## config.mk

```make
export PLATFORM = sky130hd
export DESIGN_NAME = segre_mem_stage
export DESIGN_NICKNAME = d
export VERILOG_FILES = /design/src/rtl/segre_pkg.sv /design/src/rtl/segre_mem_align.sv /design/src/rtl/segre_mem_stage.sv
export SDC_FILE = /design/constraint.sdc
export NUM_CORES = 1
export LEC_CHECK = 0
export CORE_UTILIZATION = 40
export DETAILED_ROUTE_END_ITERATION = 7
export GPL_TIMING_DRIVEN = 0
export PLACE_DENSITY = 0.81
export SYNTH_ARGS = -nofsm -noshare
export SYNTH_HDL_FRONTEND = slang
export SYNTH_SLANG_ARGS = --single-unit
```

## constraint.sdc

```tcl
create_clock -name clk_i -period 1.9 [get_ports clk_i]
set_input_delay 0.38 -clock clk_i [delete_from_list [all_inputs] [get_ports clk_i]]
set_output_delay 0.38 -clock clk_i [all_outputs]
set_load 0.05 [all_outputs]
```

## src/rtl/segre_pkg.sv

```systemverilog
// Shared types and constants for the Segre RV32I core.
// The memory stage adds its FSM encoding, the byte-enable width and an alignment helper.
package segre_pkg;

  localparam int ADDR_SIZE = 32;
  localparam int WORD_SIZE = 32;
  localparam int REG_SIZE  = 5;
  localparam int BE_W      = 4;

  typedef enum logic [1:0] {
    BYTE = 2'b00,
    HALF = 2'b01,
    WORD = 2'b10
  } memop_data_type_e;

  typedef enum logic [1:0] {
    MEM_IDLE,
    MEM_REQ,
    MEM_RESP
  } mem_fsm_state_e;

  // True when the low address bits do not fit the natural alignment of the access size.
  function automatic logic is_misaligned(input memop_data_type_e data_type, input logic [1:0] offset);
    case (data_type)
      HALF:    return offset[0];
      WORD:    return offset != 2'b00;
      default: return 1'b0;
    endcase
  endfunction

endpackage

```

## src/rtl/segre_mem_align.sv

```systemverilog
// Byte-lane steering for the memory stage: store byte enables / replicated write data,
// and load byte/halfword extraction with sign or zero extension.
module segre_mem_align
  import segre_pkg::*;
(
  input  memop_data_type_e       data_type,
  input  logic [1:0]             offset,
  input  logic                   sign_ext,
  input  logic [WORD_SIZE-1:0]   wdata,
  input  logic [WORD_SIZE-1:0]   rdata,
  output logic [BE_W-1:0]        be,
  output logic [WORD_SIZE-1:0]   wdata_lane,
  output logic [WORD_SIZE-1:0]   rdata_ext
);

  logic [7:0]  byte_sel;
  logic [15:0] half_sel;

  always_comb begin
    byte_sel   = rdata[{offset, 3'b000} +: 8];
    half_sel   = offset[1] ? rdata[31:16] : rdata[15:0];
    be         = 4'hF;
    wdata_lane = wdata;
    rdata_ext  = rdata;
    // Unaligned low bits are dropped here; HALF only looks at offset[1].
    case (data_type)
      BYTE: begin
        be         = 4'b0001 << offset;
        wdata_lane = {4{wdata[7:0]}};
        rdata_ext  = {{24{sign_ext & byte_sel[7]}}, byte_sel};
      end
      HALF: begin
        be         = 4'b0011 << {offset[1], 1'b0};
        wdata_lane = {2{wdata[15:0]}};
        rdata_ext  = {{16{sign_ext & half_sel[15]}}, half_sel};
      end
      default: ;
    endcase
  end

endmodule

```

## src/rtl/segre_mem_stage.sv

```systemverilog
// Memory stage of the Segre RV32I core: EX -> data memory (req/gnt/rvalid) -> WB.
// Define SEGRE_MISALIGN_CHECK_EN to trap misaligned accesses instead of truncating the address.
module segre_mem_stage
  import segre_pkg::*;
#(
  parameter int ADDR_W = ADDR_SIZE,
  parameter int DATA_W = WORD_SIZE,
  parameter int REG_W  = REG_SIZE
) (
  input  logic              clk_i,
  input  logic              rsn_i,
  input  logic              ex_valid_i,
  output logic              ex_ready_o,
  input  logic              ex_mem_rd_i,
  input  logic              ex_mem_wr_i,
  input  logic [ADDR_W-1:0] ex_alu_res_i,
  input  logic [DATA_W-1:0] ex_wdata_i,
  input  logic [1:0]        ex_data_type_i,
  input  logic              ex_sign_ext_i,
  input  logic              ex_rf_we_i,
  input  logic [REG_W-1:0]  ex_rd_i,
  output logic              dmem_req_o,
  input  logic              dmem_gnt_i,
  output logic              dmem_we_o,
  output logic [ADDR_W-1:0] dmem_addr_o,
  output logic [BE_W-1:0]   dmem_be_o,
  output logic [DATA_W-1:0] dmem_wdata_o,
  input  logic              dmem_rvalid_i,
  input  logic [DATA_W-1:0] dmem_rdata_i,
  output logic              wb_valid_o,
  output logic              wb_rf_we_o,
  output logic [REG_W-1:0]  wb_rd_o,
  output logic [DATA_W-1:0] wb_data_o
`ifdef SEGRE_MISALIGN_CHECK_EN
  ,
  output logic              misaligned_o,
  output logic [ADDR_W-1:0] misaligned_addr_o
`endif
);

  mem_fsm_state_e   state;
  logic [ADDR_W-1:0] lat_addr;
  logic [DATA_W-1:0] lat_wdata;
  memop_data_type_e lat_type;
  logic              lat_sign_ext;
  logic              lat_rf_we;
  logic [REG_W-1:0]  lat_rd;
  logic              lat_store;

  logic              mem_op;
  logic              misaligned;
  logic [BE_W-1:0]   be;
  logic [DATA_W-1:0] wdata_lane;
  logic [DATA_W-1:0] rdata_ext;

  assign mem_op = ex_mem_rd_i | ex_mem_wr_i;
`ifdef SEGRE_MISALIGN_CHECK_EN
  assign misaligned = is_misaligned(memop_data_type_e'(ex_data_type_i), ex_alu_res_i[1:0]);
`else
  assign misaligned = 1'b0;
`endif

  segre_mem_align u_align (
    .data_type  (lat_type),
    .offset     (lat_addr[1:0]),
    .sign_ext   (lat_sign_ext),
    .wdata      (lat_wdata),
    .rdata      (dmem_rdata_i),
    .be         (be),
    .wdata_lane (wdata_lane),
    .rdata_ext  (rdata_ext)
  );

  assign ex_ready_o   = (state == MEM_IDLE);
  assign dmem_req_o   = (state == MEM_REQ);
  assign dmem_we_o    = dmem_req_o & lat_store;
  assign dmem_addr_o  = {lat_addr[ADDR_W-1:2], 2'b00};
  assign dmem_be_o    = dmem_req_o ? be : '0;
  assign dmem_wdata_o = wdata_lane;

  always_ff @(posedge clk_i or negedge rsn_i) begin
    if (!rsn_i) begin
      state             <= MEM_IDLE;
      lat_addr          <= '0;
      lat_wdata         <= '0;
      lat_type          <= BYTE;
      lat_sign_ext      <= 1'b0;
      lat_rf_we         <= 1'b0;
      lat_rd            <= '0;
      lat_store         <= 1'b0;
      wb_valid_o        <= 1'b0;
      wb_rf_we_o        <= 1'b0;
      wb_rd_o           <= '0;
      wb_data_o         <= '0;
`ifdef SEGRE_MISALIGN_CHECK_EN
      misaligned_o      <= 1'b0;
      misaligned_addr_o <= '0;
`endif
    end else begin
      wb_valid_o <= 1'b0;
`ifdef SEGRE_MISALIGN_CHECK_EN
      misaligned_o <= 1'b0;
`endif
      case (state)
        MEM_IDLE: begin
          if (ex_valid_i) begin
            lat_addr     <= ex_alu_res_i;
            lat_wdata    <= ex_wdata_i;
            lat_type     <= memop_data_type_e'(ex_data_type_i);
            lat_sign_ext <= ex_sign_ext_i;
            lat_rf_we    <= ex_rf_we_i;
            lat_rd       <= ex_rd_i;
            // A simultaneous load+store request is resolved as a store.
            lat_store    <= ex_mem_wr_i;
            if (mem_op && misaligned) begin
              wb_valid_o <= 1'b1;
              wb_rf_we_o <= 1'b0;
              wb_rd_o    <= ex_rd_i;
`ifdef SEGRE_MISALIGN_CHECK_EN
              misaligned_o      <= 1'b1;
              misaligned_addr_o <= ex_alu_res_i;
`endif
            end else if (mem_op) begin
              state <= MEM_REQ;
            end else begin
              wb_valid_o <= 1'b1;
              wb_rf_we_o <= ex_rf_we_i;
              wb_rd_o    <= ex_rd_i;
              wb_data_o  <= ex_alu_res_i;
            end
          end
        end
        MEM_REQ: begin
          if (dmem_gnt_i) begin
            if (lat_store) begin
              wb_valid_o <= 1'b1;
              wb_rf_we_o <= 1'b0;
              wb_rd_o    <= lat_rd;
              state      <= MEM_IDLE;
            end else begin
              state <= MEM_RESP;
            end
          end
        end
        MEM_RESP: begin
          if (dmem_rvalid_i) begin
            wb_valid_o <= 1'b1;
            wb_rf_we_o <= lat_rf_we;
            wb_rd_o    <= lat_rd;
            wb_data_o  <= rdata_ext;
            state      <= MEM_IDLE;
          end
        end
        default: state <= MEM_IDLE;
      endcase
    end
  end

endmodule

```

==> reports/metrics.yaml <==
max_cap_violations: 0
grt_pass1_wl_mm: 29.41
overflow: 0
synth_cells: 517
path_clk_slew_ps: 50
utilization_pct: 69.73
slew_violations: 0
ys_ff_latch: 115
crit_fanout: 6
postLayoutCellArea_sq_mm: 0.009792
skew_ps: 6.703
io_pins: 222
finalCritPeriodShare_pct: 111.4
num_vias: 5239
r2r_end: "wb_rf_we_o$_DFFE_PN0P_"
rsz0062_at_grt: "yes"
firstDrtPassIters: 5
clockBufferDepth: 2
tightest_slew_ps: 895.3
grt_pass1_vias: 5345
syn_area_per_cell_sq_um: 11.28
relSlewSlack_pct: 40.32
setup_viol: 42
nNetsFinal: 896
htreeDepth: 4
hold_violations: 0
path_cells: "nor2_4 > buf_6 > mux2_4 > buf_6"
synth_top_area_share_pct: 49.34
track_usage_pct: 26.78
root_buffer: "clkbuf_16"
ant_nets: 0
wl_mm: 20.23
cpMostUsedCell: "buf_6"
place.gp.congestion: 0.8604
syn_to_final_growth_pct: 67.87
synth_flop_cell: "dfrtp_1"
worstSetupEndpointType: "primary output"
wl_per_cell_microns: 20.79
die_width_microns: 122.8
numCtsBuffers: 17
placed_area_sq_mm: 0.008476
ff2ff_setup_slack_ps: -60
insertion_delay_ps: 410
drtIter0Drc: 242
synth_edf_count: 0
antenna_found_initial: 1
io_buffers: 219
yosysWarnings: 0
min_path_type: "in2async"
synthesis.area_sq_mm: 0.005833
synth_top_area_cell: "dfrtp_1"
initial_core_util_pct: 41.54
die_y_microns: 122.8
fmax_mhz: 472.7
drc: 0
diodes: 0
ff2ff_path_depth: 7
yosysSeqAreaShare_pct: 49.34
dp.cells: 918
dp_hpwl_mm: 14.18
finalCriticalPeriod_ps: 2116
die-area_sq_mm: 0.01507
num_rows: 43
cpPeakStageDelay_ps: 460
setup_slack_ps: -215.7
synthArstFlopShare_pct: 100.0
crit_path_top_delay_cell: "dfrtp_2"
violations: "negative setup slack"
cts_tree: "built"
critPathKind: "reg2out"
vias_per_cell: 5.384
hold_buffers: 0
required_ps: 1520
fin_cells: 973
grt_start_max_net_pins: 68
core_area_sq_mm: 0.01404
synthDistinctLibCells: 37
cp-start-kind: "flip-flop"
reg2reg_from: "state[0]$_DFFE_PN0P_"
clock_sinks: 115
drive_gt1_share_pct: 42.88
critPathArrivalTime_ps: 1740
status: "finished, violations left"
synthTopCellsByArea: "dfrtp_1, mux2_2, buf_4"
-- state kept, by name, summed over array words and instances (netlist names) --
| register | count |
|---|---|
| lat_addr | 32 |
| lat_rd | 5 |
| lat_rf_we | 1 |
| lat_sign_ext | 1 |
| lat_store | 1 |
| lat_type | 2 |
| lat_wdata | 32 |
| state | 2 |
| wb_data_o | 32 |
| wb_rd_o | 5 |
| wb_rf_we_o | 1 |
| wb_valid_o | 1 |
-- Yosys cell counts, types with 5 or more instances --
cell	instances
a21oi_1	22
a221o_1	7
a221oi_1	7
a22o_1	7
a22oi_1	8
a31oi_1	10
buf_1	5
buf_2	12
buf_4	42
clkbuf_1	16
dfrtp_1	115
inv_1	5
mux2_2	102
mux2i_1	15
nand2_1	38
nor2_1	28
o21ai_0	22
o22ai_1	25
-- layout by cell type (no fill, tap or decap), types with 8 or more instances in the layout --
cell	n
clkbuf_16	22
nor2_1	19
nand2_1	36
a31oi_1	10
mux2_4	11
dlygate4sd2_1	70
mux2i_1	12
buf_6	30
o21ai_2	8
clkbuf_1	8
a21oi_2	9
buf_8	14
clkbuf_8	9
buf_4	64
o22ai_2	9
clkdlybuf4s50_1	109
mux2_2	91
o22ai_1	9
a21oi_1	10
dfrtp_1	111
o21ai_0	12
-- critical path, delay by kind of cell, from the launching register on --
family	cells	cell delay (ps)
flops	1	460
simple gates	1	180
buf+inv	2	340
mux	1	340
-- metal layers --
layer / wire length [microns] / vias up / GRT usage, % / share of wire [%]
met5: 13 / - / 0 / 0.064
met4: 268 / 2 / 8.613 / 1.3
met3: 1688 / 24 / 8.597 / 8.3
met2: 10550 / 243 / 46.59 / 52
met1: 7705 / 2611 / 31.02 / 38
li1: - / 2359 / - / -
-- per-stage QoR --
stage          setup WS [ps]  setup TNS, ps  hold slack, ps
5_1_grt               -259.6          -7731           151.3
3_3_place_gp           -3797        -499270           472.4
3_5_place_dp           -1161         -66360           476.9
2_1_floorplan         -140.8          -2894           84.41
4_1_cts               -205.4          -4786           115.4
6_report              -215.7          -4249           95.29
-- worst max-delay path by stage --
stage / from / to / slack, ps / cells after the start
after global placement: rsn_i / wb_data_o[11]$_DFFE_PN0P_ / -3800 / 1
final: lat_type[0]$_DFFE_PN0P_ / dmem_wdata_o[10] / -220 / 4
after global routing: lat_type[1]$_DFFE_PN0P_ / dmem_wdata_o[10] / -260 / 4
after CTS: lat_type[0]$_DFFE_PN0P_ / dmem_wdata_o[25] / -210 / 5
after floorplan: lat_type[1]$_DFFE_PN0P_ / dmem_be_o[0] / -140 / 5
after detailed placement: lat_type[1]$_DFFE_PN0P_ / dmem_be_o[0] / -1160 / 6
-- final cells by class --
class | count | area (sq um)
repair buffers | 248 | 2490
plain buffers | 72 | 635.6
clock buffers | 29 | 540.5
well taps | 180 | 225.2
multi-input cells | 319 | 2943
inverters | 7 | 35.03
flip-flops and latches | 115 | 2883
fillers | 995 | 4250
clock inverters | 3 | 40.04
-- repair_timing --
action,CTS,global route
endpoints found under the hold margin,0,0
buffers inserted,15,8
cloned,2,3
endpoints found under the setup margin,221,95
resized for setup,367,87
pin swaps,4,7
-- logic make-up after synthesis --
kind of cell / count (synthesis) / synth area share, %
multiplexers: 118 / 22.65
buffers and inverters: 84 / 8.409
AND/OR/NAND/NOR: 81 / 5.899
AO/OA/AOI/OAI: 114 / 12.78
flip-flops: 115 / 49.34
adder cells (fa/ha/maj): 4 / 0.8580
other: 1 / 0.06429
Power is left out: the tool's default activity adds up to more than one toggle a clock period on the data nets, which glitch-free logic cannot reach.
